**config.mk**
```make
export PLATFORM = sky130hd
export DESIGN_NAME = svc_soc_uart_rx_flat
export DESIGN_NICKNAME = d
export VERILOG_FILES = /design/src/rtl/svc_soc_uart_pkg.sv /design/src/rtl/svc_soc_uart_rx_if.sv /design/src/rtl/svc_soc_uart_rx_fifo.sv /design/src/rtl/svc_soc_uart_rx.sv /design/src/flat_wrapper.sv
export SDC_FILE = /design/constraint.sdc
export NUM_CORES = 1
export LEC_CHECK = 0
export ABC_AREA = 1
export BUFFER_PORTS_ARGS = -buffer_cell sky130_fd_sc_hd__buf_2
export CAP_MARGIN = 0
export CORE_MARGIN = 3
export CORE_UTILIZATION = 55
export CTS_CLUSTER_DIAMETER = 100
export DETAILED_ROUTE_END_ITERATION = 12
export PLACE_DENSITY_LB_ADDON = 0.05
export SKIP_LAST_GASP = 1
export SYNTH_ARGS = -nofsm -noshare
export SYNTH_HDL_FRONTEND = slang
export SYNTH_SLANG_ARGS = --single-unit
```
**constraint.sdc**
```tcl
create_clock -name clk -period 2.6 [get_ports clk]
set_input_delay 0.26 -clock clk [delete_from_list [all_inputs] [get_ports clk]]
set_output_delay 0.26 -clock clk [all_outputs]
set_load 0.005 [all_outputs]
```
**src/rtl/svc_soc_uart_pkg.sv**
```systemverilog
// Shared types and helpers for the SoC UART blocks.
// Receive FSM states and bit-period computation.
package svc_soc_uart_pkg;

    typedef enum logic [1:0] {
        IDLE,
        START,
        DATA,
        STOP
    } uart_rx_state_t;

    function automatic int clks_per_bit(
        input int clock_freq,
        input int baud_rate
    );
        return clock_freq / baud_rate;
    endfunction

endpackage

```
**src/rtl/svc_soc_uart_rx_if.sv**
```systemverilog
// Read-side handshake between the UART RX FIFO and the register bank.
// master = UART receiver, slave = consumer popping bytes.
interface svc_soc_uart_rx_if #(
    parameter int FIFO_DEPTH = 16
);
    logic                         rd_valid;
    logic [7:0]                   rd_data;
    logic                         rd_ready;
    logic [$clog2(FIFO_DEPTH):0]  count;

    modport master (
        output rd_valid,
        output rd_data,
        output count,
        input  rd_ready
    );

    modport slave (
        input  rd_valid,
        input  rd_data,
        input  count,
        output rd_ready
    );
endinterface

```
**src/rtl/svc_soc_uart_rx_fifo.sv**
```systemverilog
// First-word-fall-through byte FIFO for the UART receiver.
// Pointers carry one extra wrap bit to tell full from empty.
module svc_soc_uart_rx_fifo #(
    parameter int DEPTH = 16
) (
    input  logic                   clk,
    input  logic                   rst_n,
    input  logic                   push,
    input  logic [7:0]             push_data,
    input  logic                   pop,
    output logic                   full,
    output logic                   empty,
    output logic [7:0]             head,
    output logic [$clog2(DEPTH):0] count
);
    localparam int AW = $clog2(DEPTH);

    logic [7:0]  mem [DEPTH];
    logic [AW:0] wr_ptr;
    logic [AW:0] rd_ptr;
    logic        do_pop;
    logic        do_push;

    assign empty   = (wr_ptr == rd_ptr);
    assign full    = (wr_ptr[AW] != rd_ptr[AW]) &&
                     (wr_ptr[AW-1:0] == rd_ptr[AW-1:0]);
    assign do_pop  = pop && !empty;
    assign do_push = push && (!full || do_pop);
    assign count   = wr_ptr - rd_ptr;
    assign head    = empty ? 8'h00 : mem[rd_ptr[AW-1:0]];

    // Advance pointers on accepted push/pop; reset empties the FIFO.
    always_ff @(posedge clk) begin
        if (!rst_n) begin
            wr_ptr <= '0;
            rd_ptr <= '0;
        end else begin
            if (do_push) wr_ptr <= wr_ptr + 1'b1;
            if (do_pop)  rd_ptr <= rd_ptr + 1'b1;
        end
    end

    // Storage write; contents need no reset since pointers gate reads.
    always_ff @(posedge clk) begin
        if (do_push) mem[wr_ptr[AW-1:0]] <= push_data;
    end
endmodule

```
**src/rtl/svc_soc_uart_rx.sv**
```systemverilog
// UART 8N1 receiver: synchronizer, sampling FSM, error flags
// and a FWFT byte FIFO read through the register bank.
module svc_soc_uart_rx
    import svc_soc_uart_pkg::*;
#(
    parameter int CLOCK_FREQ = 100_000_000,
    parameter int BAUD_RATE  = 115_200,
    parameter int FIFO_DEPTH = 16
) (
    input  logic                clk,
    input  logic                rst_n,
    input  logic                urx_pin,
    input  logic                clr_err,
    output logic                overrun,
    output logic                frame_err,
    svc_soc_uart_rx_if.master   rd
);
    localparam int CPB = clks_per_bit(CLOCK_FREQ, BAUD_RATE);
    localparam int CW  = $clog2(CPB);
    localparam logic [CW-1:0] HALF = CW'(CPB / 2 - 1);
    localparam logic [CW-1:0] LAST = CW'(CPB - 1);

    uart_rx_state_t state, state_n;
    logic [CW-1:0]  bit_cnt, cnt_n;
    logic [2:0]     idx, idx_n;
    logic [7:0]     shreg, sh_n;
    logic           sync1, rx_s;
    logic           push_req, ferr_set, ovr_set;
    logic           pop, full, empty;

    // Two-flop synchronizer; idle-high reset avoids a false start.
    always_ff @(posedge clk) begin
        if (!rst_n) begin
            sync1 <= 1'b1;
            rx_s  <= 1'b1;
        end else begin
            sync1 <= urx_pin;
            rx_s  <= sync1;
        end
    end

    // FSM state, bit timer, bit index and shift register.
    always_ff @(posedge clk) begin
        if (!rst_n) begin
            state   <= IDLE;
            bit_cnt <= '0;
            idx     <= '0;
            shreg   <= '0;
        end else begin
            state   <= state_n;
            bit_cnt <= cnt_n;
            idx     <= idx_n;
            shreg   <= sh_n;
        end
    end

    // Next-state: mid-bit start check, then full-bit data/stop samples.
    always_comb begin
        state_n  = state;
        cnt_n    = bit_cnt + 1'b1;
        idx_n    = idx;
        sh_n     = shreg;
        push_req = 1'b0;
        ferr_set = 1'b0;
        unique case (state)
            IDLE: begin
                cnt_n = '0;
                if (!rx_s) state_n = START;
            end
            START: begin
                if (bit_cnt == HALF) begin
                    cnt_n   = '0;
                    idx_n   = '0;
                    state_n = rx_s ? IDLE : DATA;
                end
            end
            DATA: begin
                if (bit_cnt == LAST) begin
                    cnt_n = '0;
                    sh_n  = {rx_s, shreg[7:1]};
                    idx_n = idx + 1'b1;
                    if (idx == 3'd7) state_n = STOP;
                end
            end
            STOP: begin
                if (bit_cnt == LAST) begin
                    cnt_n    = '0;
                    state_n  = IDLE;
                    push_req = rx_s;
                    ferr_set = !rx_s;
                end
            end
            default: state_n = IDLE;
        endcase
    end

    assign pop     = rd.rd_valid && rd.rd_ready;
    assign ovr_set = push_req && full && !pop;
    assign rd.rd_valid = !empty;

    // Sticky error flags; a new event beats a same-cycle clear.
    always_ff @(posedge clk) begin
        if (!rst_n) begin
            overrun   <= 1'b0;
            frame_err <= 1'b0;
        end else begin
            if (ovr_set)      overrun <= 1'b1;
            else if (clr_err) overrun <= 1'b0;
            if (ferr_set)     frame_err <= 1'b1;
            else if (clr_err) frame_err <= 1'b0;
        end
    end

    svc_soc_uart_rx_fifo #(
        .DEPTH(FIFO_DEPTH)
    ) u_fifo (
        .clk      (clk),
        .rst_n    (rst_n),
        .push     (push_req),
        .push_data(sh_n),
        .pop      (pop),
        .full     (full),
        .empty    (empty),
        .head     (rd.rd_data),
        .count    (rd.count)
    );
endmodule

```
**src/flat_wrapper.sv**
```systemverilog
// flat-port wrapper written by rule: the top's interface ports become plain ports
module svc_soc_uart_rx_flat import svc_soc_uart_pkg::*;
#(
    parameter int CLOCK_FREQ = 100_000_000,
    parameter int BAUD_RATE  = 115_200,
    parameter int FIFO_DEPTH = 16
)
  (clk, rst_n, urx_pin, clr_err, overrun, frame_err, rd_rd_valid, rd_rd_data, rd_count, rd_rd_ready);
  svc_soc_uart_rx_if #(.FIFO_DEPTH(FIFO_DEPTH)) rd_i ();
  input  logic clk;
  input  logic rst_n;
  input  logic urx_pin;
  input  logic clr_err;
  output logic overrun;
  output logic frame_err;
  output wire logic [$bits(rd_i.rd_valid)-1:0] rd_rd_valid;
  output wire logic [$bits(rd_i.rd_data)-1:0] rd_rd_data;
  output wire logic [$bits(rd_i.count)-1:0] rd_count;
  input wire logic [$bits(rd_i.rd_ready)-1:0] rd_rd_ready;
  assign rd_rd_valid = rd_i.rd_valid;
  assign rd_rd_data = rd_i.rd_data;
  assign rd_count = rd_i.count;
  assign rd_i.rd_ready = rd_rd_ready;
  svc_soc_uart_rx #(.CLOCK_FREQ(CLOCK_FREQ), .BAUD_RATE(BAUD_RATE), .FIFO_DEPTH(FIFO_DEPTH)) u_core (.clk(clk), .rst_n(rst_n), .urx_pin(urx_pin), .clr_err(clr_err), .overrun(overrun), .frame_err(frame_err), .rd(rd_i));
endmodule
```
==> flow_summary.toml, run 1 <==
[power_and_ir_drop]
power.density_nw_per_um2 = 712.6
ir_drop_v = 0.0004140
p_leak_uw = 0.003234

[global_route]
grtUsageTotal = 0.2282
grt_pass1_vias = 4895
antenna_found_initial = 0
overflow = 0
grt_pass1_wl_um = 25400
grt_max_degree = 65

[logic_synthesis]
synth_top_area_share = 0.5198
ys_ff_latch = 169
mappedNetlistNets = 737
seq_area_frac_synth = 0.6308
synth.distinct_cells = 40
synthCells = 713
avgSynthCellArea_um2 = 10.37
synth_warnings = 0
async_reset_ff_frac = 0
synth_edf_count = 128
syn_area_um2 = 7395
synth_top_area_cell = "edfxtp_1"
synthTopCellsByArea = "edfxtp_1 52%, dfxtp_1 11%, nand2_1 9.5%"
synth_top_flop_cell = "edfxtp_1"

[critical_path]
critPathSlowestCell = "dfxtp_1"
reg2reg_to = "u_core.u_fifo.mem[4][7]"
timing.rr.start = "u_core.u_fifo.wr_ptr[0]"
startpoint_type = "flop"
crit_family = "adder cells"
cp.depth = 6
required_ns = 2.34
path_cells = "inv_1 > ha_1 > fa_1 > o21ai_0 > xor2_1 > buf_2"
crit_buf_inv = 2
reg2reg_slack_ns = 0.32
worstSetupEndpointType = "output pin"
critical_path_peak_fanout = 5
rr_worst_depth = 10
crit_type = "reg2out"
cp.arrival_ns = 2.16
cpPeakStageDelay_ns = 0.41

[route]
routed_wl_um = 15880
wl_per_cell_um = 16.94
drt_iter0_drc = 381
first_pass_iters = 5
via_count = 5053
ant_nets = 0
vias_per_cell = 5.393
route.detailed.drc = 0

[sta]
slew_headroom = 0.5074
finalSetupViolCount = 0
post-route-min-period_ns = 2.421
drv_slew = 0
fin_tns_setup_ns = 0
rsz0062_at_grt = "false"
fin_crit_sh = 0.9310
finalHoldViolations = 0
finClkSkew_ns = 0.007080
fmax_ghz = 0.4131
worstMarginPinSlew_ns = 0.7381
setup_ws_ns = 0.1795

[finish]
final_cell_mix = "188 x nand2_1, 128 x edfxtp_1, 74 x nand3_1"
diodes = 0
drive_above_1_share = 0.1373
fillers = 1017
synthToLayoutAreaGrowth_pct = 12.93
nets = 776
final_common_cell = "nand2_1"

[worst_hold_path]
min_to = "u_core.sync1"
hold-path-cell-count = 2
hold_path.class = "in2reg"
min_from = "urx_pin"

[floorplan]
io_pins = 21
die_area_um2 = 14870
start_util = 0.5743
rows = 41
fp.coreArea_um2 = 12880
die_w_um = 122.0
fp.dieH_um = 122.0

[placement]
port_buffers = 20
place_congestion = 0.8568
dp_hpwl_um = 10560
dp_worst_setup_slack_ns = 0.3557

[clocking]
clkLatencyLatePin_ns = 0.42
cts_buffers = 17
post_cts_buffers = 0
cts_resized = 0
cts_sinks = 169
tritoncts = "yes"
cts_root_buffer = "clkbuf_16"
cts_hold_buf = 0
path_clk_slew_ns = 0.06
htree_num_levels = 4
ctsLongestPathBuffers = 2

[run_status]
status = "completed"

[flow_run]
maxCapViolCount = 0
==> worst register-to-register path: cells and delay by family, from the launching register on <==
kind,cells,cell delay [ns]
simple gates,7,0.93
flops,1,0.41
buf+inv,2,0.33
fa+ha+maj,1,0.32
==> cell type report <==
| cell class | instances | area [µm²] | area share |
|---|---|---|---|
| flip-flops and latches | 169 | 4668 | 0.5590 |
| multi-input cells | 464 | 2377 | 0.2847 |
| clock inverters | 9 | 98.84 | 0.01184 |
| repair buffers | 47 | 315.3 | 0.03776 |
| well taps | 172 | 215.2 | 0.02577 |
| inverters | 53 | 207.7 | 0.02487 |
| clock buffers | 23 | 467.9 | 0.05604 |
==> synthesized netlist by cell type, drive strengths merged (2+ instances only) <==
cell type	n
nand2	195
edfxtp	128
nand3	76
nor2	62
inv	52
a21oi	49
dfxtp	41
buf	18
ha	18
o21ai	16
clkbuf	9
xor2	9
a211oi	8
o31ai	8
nor3	7
nand4	6
xnor2	4
or2	2
==> per-layer routing <==
metal | track usage | vias up | routed length (µm)
met2 | 0.3802 | 169 | 7968
met3 | 0.04643 | 22 | 788
li1 | - | 2498 | -
met5 | 0 | - | 0
met4 | 0.06793 | 0 | 220
met1 | 0.3054 | 2364 | 6899
==> kinds of logic (layout without fill, tap and decap cells) <==
logic type               count (synthesis)  count (layout)  synth area share
adder cells (fa/ha/maj)                 19              19           0.03316
AO/OA/AOI/OAI                           82              82           0.06159
flip-flops                             169             169            0.6308
AND/OR/NAND/NOR                        350             350            0.2103
XOR/XNOR                                13              13           0.01641
buffers and inverters                   80             132           0.04771
==> sequential cells by signal, indices dropped and copies added (netlist names), named ones only <==
register,cells
u_core.frame_err,1
u_core.u_fifo.rd_ptr,5
u_core.u_fifo.mem,128
u_core.shreg,8
u_core.idx,3
u_core.sync1,1
u_core.overrun,1
u_core.rx_s,1
u_core.u_fifo.wr_ptr,5
u_core.bit_cnt,10
u_core.state,1
==> worst max-delay path by stage <==
stage / start / end / slack [ns]
floorplan: u_core.u_fifo.wr_ptr[0] / u_core.u_fifo.mem[0][0] / 0.54
global placement: u_core.u_fifo.wr_ptr[0] / u_core.u_fifo.mem[4][7] / 0.47
detailed placement: u_core.u_fifo.wr_ptr[0] / u_core.u_fifo.mem[4][4] / 0.36
CTS: flop / rd_rd_data[2] / 0.05
global route: flop / rd_rd_data[7] / 0.007
finish: u_core.u_fifo.wr_ptr[0] / rd_count[4] / 0.18
==> through the flow <==
| step | cells | total power [µW] | area [µm²] | utilization | hold WS (ns) |
|---|---|---|---|---|---|
| floorplan | 713 | 3426 | 7395 | - | 0.3666 |
| finish | 937 | 5950 | 8351 | 0.6485 | 0.03147 |
| detailed placement | 905 | 3596 | 7776 | 0.6039 | 0.3992 |
| global route | 937 | 6210 | 8351 | 0.6485 | 0.02412 |
| CTS | 937 | 5977 | 8343 | 0.6479 | 0.01713 |
| global placement | 905 | 3577 | 7776 | 0.6039 | 0.3936 |
==> report_power, final <==
group	internal [µW]	switching, µW	total, µW	leakage [µW]
Sequential	2890	36.9	2920	0.00152
Combinational	203	424	628	0.00144
Clock	1460	944	2400	0.000281
No activity file was read; power rests on OpenSTA's default activity.
==> inputs of run 2 (changes only) <==
- CELL_PAD_IN_SITES_DETAIL_PLACEMENT: not set -> 1
- CELL_PAD_IN_SITES_GLOBAL_PLACEMENT: not set -> 1
- CORE_UTILIZATION: 55 -> 51
- CTS_BUF_LIST: not set -> sky130_fd_sc_hd__clkbuf_8
- MAX_ROUTING_LAYER: not set -> met4
==> run 2 against run 1 <==
Against the previous run: setup slack worse by 0.066 ns; cell count up 1.1%; critical endpoint is now rd_rd_data[1]; utilization fell by 6.1 points; wire length is 20% higher; first-iteration DRC count increased by 3.1%; critical path type unchanged; final area down 1.2%; die area grew 7.4%; critical path depth rose by 2; non-clock buffer count increased by 2.
==> flow_summary.toml, run 2 (synthesized netlist as in run 1, its figures left out) <==
[clocking]
ctsLongestPathBuffers = 2
cts_buffers = 17
htree_num_levels = 4
cts_sinks = 169
clkLatencyLatePin_ns = 0.46
path_clk_slew_ns = 0.08
cts_root_buffer = "clkbuf_8"
post_cts_buffers = 0
tritoncts = "yes"

[global_route]
overflow = 0
grtUsageTotal = 0.2604
grt_pass1_vias = 5652
grt_pass1_wl_um = 30750
grt_max_degree = 64
antenna_found_initial = 0

[worst_hold_path]
hold_path.class = "in2reg"
min_from = "clr_err"
min_to = "u_core.frame_err"
hold-path-cell-count = 4

[critical_path]
required_ns = 2.34
path_cells = "inv_1 > ha_1 > nand2_1 > nor2_2 > nand2_2 > clkinvlp_4 > a21oi_1 > buf_2"
cp.arrival_ns = 2.23
critPathSlowestCell = "dfxtp_1"
critical_path_peak_fanout = 8
worstSetupEndpointType = "output pin"
cpPeakStageDelay_ns = 0.37
rr_worst_depth = 9
reg2reg_to = "u_core.u_fifo.mem[0][0]"
startpoint_type = "flop"
reg2reg_slack_ns = 0.24
crit_type = "reg2out"
timing.rr.start = "u_core.u_fifo.rd_ptr[3]"

[route]
drt_iter0_drc = 393
route.detailed.drc = 0
wl_per_cell_um = 20.07
ant_nets = 0
vias_per_cell = 5.573
first_pass_iters = 5
routed_wl_um = 19000
via_count = 5278

[finish]
diodes = 0
final_util = 0.5874
largest_reg_flops = 128
drive_above_1_share = 0.1447
final_common_cell = "nand2_1"
final_cell_mix = "188 x nand2_1, 128 x edfxtp_1, 74 x nand3_1"
nets = 778
synthToLayoutAreaGrowth_pct = 11.54

[floorplan]
io_pins = 21
fp.dieH_um = 126.4
rows = 43
die_area_um2 = 15980
start_util = 0.5266
fp.coreArea_um2 = 14040
die_w_um = 126.4

[sta]
fin_crit_sh = 0.9564
slew_headroom = 0.5000
drv_slew = 0
finalHoldViolations = 0
fmax_ghz = 0.4022
rsz0062_at_grt = "true"
worstMarginPinSlew_ns = 0.7492
finClkSkew_ns = 0.01278
finalSetupViolCount = 0
setup_ws_ns = 0.1134
post-route-min-period_ns = 2.487

[placement]
place_congestion = 0.8455
dp_worst_setup_slack_ns = 0.2371
port_buffers = 20
dp_hpwl_um = 12890

[power_and_ir_drop]
p_leak_uw = 0.003183
ir_drop_v = 0.0003448
power.density_nw_per_um2 = 673.9

[run_status]
status = "completed"

[flow_run]
maxCapViolCount = 0
==> run 2: worst max-delay path: cells and delay by family (launching register included) <==
family | cells | cell delay [ns]
buf+inv | 3 | 0.51
flops | 1 | 0.37
fa+ha+maj | 1 | 0.33
simple gates | 3 | 0.31
compound gates | 1 | 0.24
==> run 2: worst max path at each step <==
| stage | start | endpoint | slack [ns] | depth (start not counted) |
|---|---|---|---|---|
| after floorplan | u_core.u_fifo.wr_ptr[0] | u_core.u_fifo.mem[0][0] | 0.54 | 9 |
| after global placement | u_core.u_fifo.wr_ptr[0] | u_core.u_fifo.mem[0][0] | 0.35 | 9 |
| after detailed placement | u_core.u_fifo.wr_ptr[0] | u_core.u_fifo.mem[0][6] | 0.24 | 9 |
| after CTS | flop | rd_rd_data[2] | 0.04 | 8 |
| after global routing | u_core.u_fifo.rd_ptr[3] | rd_rd_data[2] | -0.04 | 8 |
| final | u_core.u_fifo.rd_ptr[3] | rd_rd_data[1] | 0.11 | 8 |
==> run 2: per-layer routing <==
| layer | global-route usage | vias up | routed length [µm] |
|---|---|---|---|
| met3 | 0.05558 | 33 | 922 |
| met4 | 0.08139 | 0 | 401 |
| li1 | - | 2497 | - |
| met1 | 0.3178 | 2610 | 7934 |
| met5 | - | - | 0 |
| met2 | 0.4368 | 138 | 9747 |
==> run 2: area by class of cell <==
cell class	instances	area, µm²
clock buffer	22	302.8
multi-input combinational	464	2385
timing repair buffer	49	332.8
sequential	169	4667
fill	1556	5794
tap	180	225.2
inverter	53	211.5
clock inverter	10	123.9
==> run 2: metrics by stage <==
| stage | TNS [ns] | total power, µW | hold WS (ns) | instances | instance area, µm² |
|---|---|---|---|---|---|
| after floorplan | 0 | 3426 | 0.3666 | 713 | 7395 |
| after global placement | 0 | 3601 | 0.3961 | 914 | 7781 |
| after detailed placement | 0 | 3627 | 0.3992 | 914 | 7781 |
| after CTS | 0 | 5585 | 0.04109 | 947 | 8228 |
| after global routing | -0.05779 | 5797 | 0.08964 | 947 | 8248 |
| final | 0 | 5558 | 0.06675 | 947 | 8248 |
==> run 2: power by group <==
group | switching [µW] | internal, µW | total, µW | leakage (µW)
Sequential | 30.3 | 2880 | 2910 | 0.00152
Combinational | 466 | 209 | 676 | 0.00144
Clock | 908 | 1060 | 1970 | 0.000225
==> run 2: what timing repair did <==
action | in CTS | in global routing
pin swaps | 0 | 0
cloned | 0 | 0
gates resized for setup | 3 | 7
hold buffers | 1 | 0
setup endpoints to repair | 6 | 9
endpoints found under the hold margin | 1 | 0
